$ cat config.mk
export PLATFORM = sky130hd
export DESIGN_NAME = branch_resolve
export DESIGN_NICKNAME = d
export VERILOG_FILES = /design/src/rtl/branch_resolve.sv
export SDC_FILE = /design/constraint.sdc
export NUM_CORES = 1
export LEC_CHECK = 0
export CAP_MARGIN = 10
export CORE_UTILIZATION = 42
export CTS_BUF_LIST = sky130_fd_sc_hd__clkbuf_8
export CTS_CLUSTER_DIAMETER = 30
export DETAILED_ROUTE_END_ITERATION = 10
export GPL_TIMING_DRIVEN = 1
export HOLD_SLACK_MARGIN = 0.05
export PLACE_DENSITY = 0.72
export REMOVE_ABC_BUFFERS = 1
export SLEW_MARGIN = 20
export SYNTH_ARGS = -nofsm -noshare
export SYNTH_HDL_FRONTEND = slang
export SYNTH_SLANG_ARGS = --single-unit
$ cat constraint.sdc
create_clock -name clock -period 3.9 [get_ports clock]
set_input_delay 1.17 -clock clock [delete_from_list [all_inputs] [get_ports clock]]
set_output_delay 1.17 -clock clock [all_outputs]
set_load 0.05 [all_outputs]
$ cat src/rtl/branch_resolve.sv
// Branch/jump resolution: evaluates condition, target and next PC; flags mispredicts and holds the IFU redirect.
// Latency: accept at N, result (done_o/flush_o) in cycle N+2; one request in flight.
// Backpressure: br_ready_o low outside IDLE; redirect held until redir_ready_i, kill_i or reset.
module branch_resolve (
    input  logic        clock,
    input  logic        reset,
    input  logic        br_valid_i,
    output logic        br_ready_o,
    input  logic [1:0]  br_kind_i,
    input  logic [2:0]  br_fn_i,
    input  logic [31:0] br_a_i,
    input  logic [31:0] br_b_i,
    input  logic [31:0] br_pc_i,
    input  logic [31:0] br_imm_i,
    input  logic [31:0] br_pred_pc_i,
    input  logic        kill_i,
    output logic        done_o,
    output logic [31:0] link_o,
    output logic        misalign_o,
    output logic        flush_o,
    output logic        redir_valid_o,
    input  logic        redir_ready_i,
    output logic [31:0] redir_pc_o,
    output logic [31:0] cnt_branch_o,
    output logic [31:0] cnt_mispred_o
);

    typedef enum logic [1:0] {IDLE, RESOLVE, RESP} state_t;

    state_t      state;
    logic [1:0]  kind_q;
    logic [2:0]  fn_q;
    logic [31:0] a_q, b_q, pc_q, imm_q, pred_q;

    logic [31:0] diff, target, seq_pc, next_pc;
    logic        diff_neg, cond, taken, misalign, mispred;

    assign br_ready_o = (state == IDLE);

    always_comb begin
        diff     = a_q - b_q;
        diff_neg = $signed(diff) < 0;
        cond     = 1'b0;
        case (fn_q)
            3'b000: cond = (a_q == b_q);
            3'b001: cond = (a_q != b_q);
            3'b010: cond = ($signed(a_q) >= $signed(b_q));
            3'b011: cond = ($signed(a_q) <  $signed(b_q));
            3'b100: cond = (a_q >  b_q);
            3'b101: cond = (a_q <  b_q);
            3'b110: cond = (a_q >= b_q);
            // overflow: operand signs differ and the result sign differs from a
            3'b111: cond = (a_q[31] ^ b_q[31]) & (a_q[31] ^ diff_neg);
            default: cond = 1'b0;
        endcase

        taken = 1'b0;
        case (kind_q)
            2'b00:   taken = cond;
            2'b01:   taken = 1'b1;
            2'b10:   taken = 1'b1;
            default: taken = 1'b0;
        endcase

        target   = (kind_q == 2'b10) ? ((a_q + imm_q) & ~32'h1) : (pc_q + imm_q);
        seq_pc   = pc_q + 32'd4;
        next_pc  = taken ? target : seq_pc;
        misalign = taken & target[1];
        mispred  = ~misalign & (next_pc != pred_q);
    end

    always_ff @(posedge clock) begin
        if (reset) begin
            state         <= IDLE;
            kind_q        <= '0;
            fn_q          <= '0;
            a_q           <= '0;
            b_q           <= '0;
            pc_q          <= '0;
            imm_q         <= '0;
            pred_q        <= '0;
            done_o        <= 1'b0;
            flush_o       <= 1'b0;
            misalign_o    <= 1'b0;
            redir_valid_o <= 1'b0;
            link_o        <= '0;
            redir_pc_o    <= '0;
            cnt_branch_o  <= '0;
            cnt_mispred_o <= '0;
        end else begin
            done_o  <= 1'b0;
            flush_o <= 1'b0;
            case (state)
                IDLE: begin
                    if (br_valid_i) begin
                        kind_q <= br_kind_i;
                        fn_q   <= br_fn_i;
                        a_q    <= br_a_i;
                        b_q    <= br_b_i;
                        pc_q   <= br_pc_i;
                        imm_q  <= br_imm_i;
                        pred_q <= br_pred_pc_i;
                        state  <= RESOLVE;
                    end
                end
                RESOLVE: begin
                    if (kill_i) begin
                        state <= IDLE;
                    end else begin
                        link_o        <= seq_pc;
                        redir_pc_o    <= next_pc;
                        misalign_o    <= misalign;
                        done_o        <= 1'b1;
                        flush_o       <= mispred;
                        redir_valid_o <= mispred;
                        cnt_branch_o  <= cnt_branch_o + 32'd1;
                        if (mispred)
                            cnt_mispred_o <= cnt_mispred_o + 32'd1;
                        state <= RESP;
                    end
                end
                RESP: begin
                    if (kill_i || !redir_valid_o || redir_ready_i) begin
                        redir_valid_o <= 1'b0;
                        state         <= IDLE;
                    end
                end
                default: state <= IDLE;
            endcase
        end
    end

endmodule

; Word level (Yosys, flattened, before mapping)
; Index checks and enable logic that the tools add are counted.
; Widths: inputs -> output; s select.
[op_classes]
addsub = 6
order_cmp = 6
n_eq_ne = 17
muxes = 12
n_bitwise = 8
reduce_logical = 15
[ops]
columns = cell, n
row1 = $add 32x1->32 const B, 2
row2 = $add 32x32->32, 2
row3 = $ge 32x32->1, 2
row4 = $lt 32x32->1, 2
row5 = $mux 32, 2
row6 = $ne 32x32->1, 2
row7 = $add 32x3->32 const B, 1
row8 = $eq 32x32->1, 1
row9 = $gt 32x32->1, 1
row10 = $lt 32x1->1 const B, 1
row11 = $sub 32x32->32, 1
row12 = $eq 3x3->1 const B, 4
row13 = $pmux 1 s8, 1
row14 = $eq 3x2->1 const B, 2
row15 = $mux 2, 3
row16 = $ne 2x2->1 const B, 3
row17 = $pmux 2 s3, 1
row18 = $reduce_and 2->1, 3
row19 = $reduce_and 3->1, 2
row20 = $eq 2x1->1 const B, 2
row21 = $eq 2x2->1 const B, 2
row22 = $logic_not 2->1, 2
row23 = $pmux 1 s2, 2
row24 = $reduce_or 2->1, 2
row25 = other kinds (10), 18
[totals]
reg_bits = 299
in_bits = 170
out_inout_bits = 133

; Longest topological paths before layout
; Gate-level depths: netlist (run 1).
[logic_depth]
word_depth = 11
depth_mapped = 21

; Worst setup path after synthesis (run 1)
; OpenSTA, ideal clock, no wires.
[synth_path]
kind = flip-flop to flip-flop
startpoint = register pc_q[0]
endpoint = register cnt_mispred_o[6]
arrival_time_ps = 4166
path_slack_ps = -387
path_stages_with_launch = 18
period_less_slack_ps = 4287
path_cell_list = dfxtp_1 > ha_1 > fa_1 > a21oi_1 > o221ai_1 > a21o_1 > a2111o_1 > a41oi_1 > mux2_2 > a311oi_1 > o2bb2ai_1 > xnor2_1 > a211o_1 > nor4_1 > o2111a_2 > buf_6 > nor4_1 > mux2_4
[synth_between]
elab_chain_len = 6
elab_cells_between_ends = 9
classes_between = add/sub: 2 / eq/ne: 1 / mux: 2 / bitwise: 3 / reduce/logical: 1
[synth_lines]
columns = item, line_no
row1 = "start, declared", 33  ; logic [31:0] a_q, b_q, pc_q, imm_q, pred_q;
row2 = "start signal, assigned", 100  ; pc_q <= br_pc_i;
row3 = $add 32x32->32, 65  ; target = (kind_q == 2'b10) ? ((a_q + imm_q) & ~32'h1) : (pc_q + imm_q);
row4 = $mux 32, 65
row5 = $mux 32 or $and 1x1->1 (tied branches), "67, 68"
row6 = $ne 32x32->1 or $not 1->1 (tied branches), 69  ; mispred = ~misalign & (next_pc != pred_q);
row7 = $and 1x1->1 *, 69
row8 = $reduce_and 3->1 (no source line) *, n/a
row9 = "end signal, assigned", 118  ; cnt_mispred_o <= cnt_mispred_o + 32'd1;
row10 = "end, declared", 25  ; output logic [31:0] cnt_mispred_o
; Mark *: on every way between the ends. The rest lies on a longest branch, timed or not.
; A chain may end at the register's enable or synchronous reset.

; Worst setup path after layout (run 1)
[layout_path]
startpoint = register b_q[3]
endpoint = register cnt_mispred_o[14]
[layout_between]
elab_chain_len = 10
elab_cells_between_ends = 19
classes_between = add/sub: 1 / order compare: 6 / eq/ne: 3 / mux: 3 / bitwise: 5 / reduce/logical: 1
[layout_lines]
columns = item, line_no
row1 = "start, declared", 33
row2 = "start signal, assigned", 99  ; b_q <= br_b_i;
row3 = $sub 32x32->32, 41  ; diff = a_q - b_q;
row4 = $lt 32x1->1, 42  ; diff_neg = $signed(diff) < 0;
row5 = $xor 1x1->1, 53  ; 3'b111: cond = (a_q[31] ^ b_q[31]) & (a_q[31] ^ diff_neg);
row6 = $and 1x1->1, 53
row7 = $pmux 1 s8 *, 44  ; case (fn_q)
row8 = $pmux 1 s2 *, 58  ; case (kind_q)
row9 = $mux 32 or $and 1x1->1 (tied branches), "67, 68"
row10 = $ne 32x32->1 or $not 1->1 (tied branches), 69
row11 = $and 1x1->1 *, 69
row12 = $reduce_and 3->1 (no source line) *, n/a
; Marks and branches as above.

==> impl_metrics.toml, run 1 <==
[run_status]
outcome = "finished, violations left"
violations = "negative setup slack"

[floorplanning]
coreArea_um2 = 42000
fp.dieW_um = 209
rows = 75
dieArea_um2 = 43600
die_h_um = 209
initial_core_util_pct = 42.7
ios = 303

[pwr]
ir_drop_v = 0.000406
p_sw_w = 0.00314
finalPower_w = 0.00995
p_sw_share_pct = 31.6
comb_power_share_pct = 25.2
p_clk_share_pct = 41.5
p_int_w = 0.00681
seq_power_share_pct = 33.4
power.leakage_nw = 11.0
power.density_nw_per_um2 = 368

[timing]
period_share_pct = 124
rsz0062_at_grt = "yes"
relSlewSlack_pct = 47.1
max_freq_mhz = 206
hold-worst-slack_ps = 455
layout_setup_ws_ps = -950
worstMarginPinSlew_ps = 793
hold_viol_final = 0
setup_viol = 34
post-route-min-period_ps = 4850
finClkSkew_ps = 42.6
report.final.slew_viol_count = 0

[synthesis]
synthDistinctLibCells = 88
synth_top_area_cell = "dfxtp_1"
synth-edff-count = 0
synth_area_leaders = "dfxtp_1, nand2_1, a21oi_1"
netlist_area_um2 = 18000
synthTopCellsByCount = "nand2_1, a21oi_1, dfxtp_1"
avgSynthCellArea_um2 = 7.60
seq_area_frac_synth_pct = 33.3
synthCells = 2366
yosysWarnings = 0
yosys_register_bits = 299
synth_ff_type = "dfxtp_1"
yosysMostFrequentCell = "nand2_1"
synth_top_area_share_pct = 33.3
async_flop_share_pct = 0

[drt]
drtIter0Drc = 1405
num_vias = 20200
via_per_inst = 5.54
firstDrtPassIters = 7
drc = 0
ant_nets = 0
wl_per_cell_um = 17.9
wl_mm = 65.3

[layout]
multiInputGateArea_um2 = 11700
final_cells = 3656
nFillCells = 3535
diodes = 0
final_util_pct = 64.3
drive_gt1_share_pct = 22.6
regArea_um2 = 5990
syn_to_final_growth_pct = 50.5
nNetsFinal = 3329

[global_route]
grt_pass1_wl_mm = 102
grt_util_all_layers_pct = 29.0
antenna_found_initial = 0
grt_max_degree = 110
grt_pass1_vias = 19600
gr-total-overflow = 0

[clock_network]
cts_tree = "built"
root_buffer = "clkbuf_8"
clockBufferDepth = 3
cts-htree-levels = 3
clk_latency_ps = 670
holdBufCountCts = 0
cts_sinks = 299
cts_made_buffers = 74
clk_pin_slew_ps = 50

[worst_setup_path]
critPathKind = "flop to flop"
reg2reg_depth = 24
path_max_fanout = 11
end_kind = "flop"
crit_arrival_ps = 5440
required_ps = 4490
startpoint_type = "flop"

[worst_hold_path]
hold_depth = 2
hold_class = "flop to flop"

[placement]
gp_congestion = 0.956
port_buffers = 302
dpl.hpwl_mm = 49.0
pre_cts_slack_ps = -1050
placedCellCount = 3490

[flow_run]
drv_cap = 0
sequential cells by signal, indices dropped and copies added (netlist names):
register,cells
a_q,32
b_q,32
cnt_branch_o,32
cnt_mispred_o,32
imm_q,32
link_o,32
pc_q,32
pred_q,32
redir_pc_o,32
fn_q,3
kind_q,2
state,2
done_o,1
flush_o,1
misalign_o,1
redir_valid_o,1
cells by family (layout without fill, tap and decap cells):
kind of cell | Yosys count | in the layout | share of synthesized area, %
mux | 28 | 28 | 1.71
xor+xnor | 112 | 112 | 5.70
fa+ha+maj | 101 | 101 | 7.12
simple gates | 992 | 992 | 25.5
buf+inv | 211 | 962 | 4.66
compound gates | 623 | 623 | 22.0
flops | 299 | 299 | 33.3
critical path, stage by stage (launching register included):
cell and delay, ps:
dfxtp_2 330, inv_1 40, ha_1 300, a211oi_2 220, o21ai_1 90, a221o_1 380, a311oi_2 330, buf_4 190
a21o_1 130, and2_4 160, a31oi_4 80, buf_12 160, buf_12 140, buf_6 150, o31a_1 120, a22oi_2 250
xor2_1 260, nor4_2 90, o2111a_2 170, buf_6 120, buf_12 130, buf_12 120, buf_12 120, or4b_4 530
a21oi_2 140
stage by stage:
| stage | area (µm²) | setup TNS (ps) |
|---|---|---|
| 3_3_place_gp | 24500 | -32330 |
| 6_report | 27000 | -30340 |
| 2_1_floorplan | 17400 | -123790 |
| 4_1_cts | 26600 | -25890 |
| 5_1_grt | 27000 | -35940 |
| 3_5_place_dp | 24500 | -33190 |
power groups by stage:
| stage | combinational (W) | sequential (W) | clock [W] |
|---|---|---|---|
| 3_3_place_gp | 0.00226 | 0.00337 | 0 |
| 2_1_floorplan | 0.00105 | 0.00345 | 0 |
| 5_1_grt | 0.00269 | 0.00333 | 0.00434 |
| 6_report | 0.00250 | 0.00332 | 0.00412 |
| 4_1_cts | 0.00243 | 0.00331 | 0.00418 |
| 3_5_place_dp | 0.00230 | 0.00337 | 0 |
layout make-up:
type                    instances  share of cell area (%)
clock buffers                  87                    4.43
clock inverters                48                    1.63
inverters                      78                    1.08
multi-input cells            1856                    43.3
flip-flops and latches        299                    22.2
well taps                     539                    2.49
repair buffers                749                    24.9
path summary, 6_finish.rpt:
kind	start	end	slack, ps
worst min-delay path	redir_pc_o[4]	redir_pc_o[4]	450
worst min register to register	redir_pc_o[4]	redir_pc_o[4]	450
worst max-delay path	b_q[3]	cnt_mispred_o[14]	-950
worst max register to register	b_q[3]	cnt_mispred_o[14]	-950
metal layers:
layer	global-route usage (%)	wire length (µm)	vias up
met1	38.4	29300	9563
met2	47.7	30300	716
met5	0	0	-
met3	4.99	4000	120
met4	9.56	1710	0
li1	-	-	9842
cell usage in the layout, fill, tap and decap left out, types with 55 or more instances in the layout:
master,netlist,final
nand2_1,468,466
buf_4,1,415
clkdlybuf4s50_1,0,301
a21oi_1,299,293
dfxtp_1,299,293
nor2_1,181,179
ha_1,99,89
clkbuf_8,0,87
inv_1,78,83
nand3_1,74,73
xnor2_1,55,55
what timing repair did:
item / in CTS / in global routing
endpoints found under the setup margin: 34 / 34
resized for setup: 80 / 43
pin swaps: 23 / 19
cloned: 1 / 4
buffers inserted: 16 / 13
No activity file was read; power rests on OpenSTA's default activity.
==> inputs of run 2 (changes only) <==
DONT_BUFFER_PORTS = 1   (was default)
PLACE_DENSITY = default   (was 0.72)
==> run 2 against run 1 <==
Sequential power increased by 3%. Final cell count decreased by 8.6%. Count of clock-buffer cells in the layout increased by 4. Worst hold slack got worse by 3.2 ps. Power decreased by 3.3%. Critical endpoint is now cnt_mispred_o[5]. Sequential cell count unchanged. Non-clock buffer count decreased by 309. Critical path type unchanged. The flow still finishes with violations (negative setup slack). Critical path depth decreased by 6. Clock power decreased by 1%. Sequential share of layout area increased by 2.7 points. Wire length decreased by 3.3%.
==> impl_metrics.toml, run 2 (synthesis results as in run 1) <==
[global_route]
antenna_found_initial = 0
grt_pass1_wl_mm = 99.0
grt_util_all_layers_pct = 28.4
gr-total-overflow = 0
grt_pass1_vias = 18500
grt_max_degree = 306

[placement]
dpl.hpwl_mm = 47.1
port_buffers = 0
pre_cts_slack_ps = -1190
gp_congestion = 0.967
placedCellCount = 3190

[clock_network]
cts_sinks = 299
root_buffer = "clkbuf_8"
clk_latency_ps = 660
cts_tree = "built"
clk_pin_slew_ps = 60
cts-htree-levels = 3
cts_made_buffers = 73
holdBufCountCts = 0
clockBufferDepth = 3

[floorplanning]
dieArea_um2 = 43600
ios = 303
coreArea_um2 = 42000
die_h_um = 209
rows = 75
initial_core_util_pct = 42.7
fp.dieW_um = 209

[run_status]
outcome = "finished, violations left"
violations = "negative setup slack"

[timing]
finClkSkew_ps = 38.8
worstMarginPinSlew_ps = 972
rsz0062_at_grt = "yes"
setup_tns_ps = -24990
hold_viol_final = 0
relSlewSlack_pct = 35.1
layout_setup_ws_ps = -801
report.final.slew_viol_count = 0
setup_viol = 34
post-route-min-period_ps = 4700
max_freq_mhz = 213
period_share_pct = 121

[worst_setup_path]
path_max_fanout = 8
startpoint_type = "flop"
end_kind = "flop"
critPathKind = "flop to flop"
crit_arrival_ps = 5240
required_ps = 4430

[layout]
nNetsFinal = 3019
multiInputGateArea_um2 = 12000
final_common_cell = "nand2_1"
syn_to_final_growth_pct = 34.1
nFillCells = 3899
layout_common_cells = "nand2_1, buf_4, dfxtp_1"
drive_gt1_share_pct = 26.1
final_cells = 3342
diodes = 0
regArea_um2 = 6000

[drt]
ant_nets = 0
wl_per_cell_um = 18.9
firstDrtPassIters = 5
wl_mm = 63.2
drc = 0
drtIter0Drc = 1187
via_per_inst = 5.60
num_vias = 18700

[flow_run]
drv_cap = 0

[pwr]
ir_drop_v = 0.000330
power.density_nw_per_um2 = 399
power.leakage_nw = 9.83

[worst_hold_path]
hold_class = "flop to flop"
==> run 2: cell count changes in the layout (fill, tap and decap cells not counted), moves of 5 or more <==
cell | before | now
a21oi_1 | 293 | 286
a21oi_2 | 7 | 14
buf_12 | 18 | 9
clkdlybuf4s50_1 | 301 | 0
dfxtp_1 | 293 | 288
dfxtp_2 | 6 | 11
o31ai_1 | 26 | 11
o31ai_2 | 1 | 7
o31ai_4 | 2 | 11
==> run 2: timing repair <==
| action | 4_1_cts | 5_1_grt |
|---|---|---|
| pin swaps | 71 | 42 |
| gates resized for setup | 104 | 71 |
| cloned | 6 | 0 |
| endpoints found under the setup margin | 34 | 34 |
| hold endpoints to repair | 0 | 0 |
| buffers inserted | 18 | 2 |
==> run 2: area by class of cell <==
| type | instances | share of cell area (%) |
|---|---|---|
| Clock buffer | 91 | 5.20 |
| Clock inverter | 39 | 1.49 |
| Inverter | 78 | 1.21 |
| Multi-Input combinational cell | 1856 | 49.7 |
| Sequential cell | 299 | 24.9 |
| Tap cell | 539 | 2.80 |
| Timing Repair Buffer | 440 | 14.7 |
==> run 2: worst max-delay path, cell delays in order (launching register included) <==
cell and delay, ps:
dfxtp_1 350, ha_1 230, or2_1 260, o41a_1 440, buf_4 180, a221oi_2 340, a31oi_1 150, xor2_1 160
o221ai_1 170, a211oi_1 240, a41oi_1 210, nor4_2 300, nand4_1 200, nor4_4 330, buf_4 170, o2111a_2 300
buf_12 190, nor3b_1 80, mux2_4 300
==> run 2: metrics by stage <==
stage                     util [%]  area [µm²]  total power, W  hold slack (ps)
final                         57.3       24100         0.00962              452
after global routing          57.3       24100          0.0100              468
after floorplan                  -       17400         0.00450              430
after detailed placement      50.8       21400         0.00538              442
after global placement        50.8       21400         0.00535              443
after CTS                     56.6       23800         0.00963              448
==> run 2: worst paths after layout <==
path | endpoint | start | cells past startpoint | slack (ps)
setup / recovery | cnt_mispred_o[5] | a_q[2] | 18 | -800
hold / removal | b_q[30] | b_q[30] | 2 | 450
setup reg to reg | cnt_mispred_o[5] | a_q[2] | 18 | -800
hold reg to reg | b_q[30] | b_q[30] | 2 | 450
==> run 2: metal layers <==
metal,share of wire (%),track usage (%)
met5,0,0
met1,45,37.2
met2,46,46.3
met4,2.4,9.56
met3,6.6,5.85
==> run 2: where the power goes <==
group / internal, W / switching (W) / total (W)
Sequential: 0.00320 / 0.000238 / 0.00343
Clock: 0.00246 / 0.00162 / 0.00407
Combinational: 0.000989 / 0.00112 / 0.00211
Total: 0.00664 / 0.00297 / 0.00962
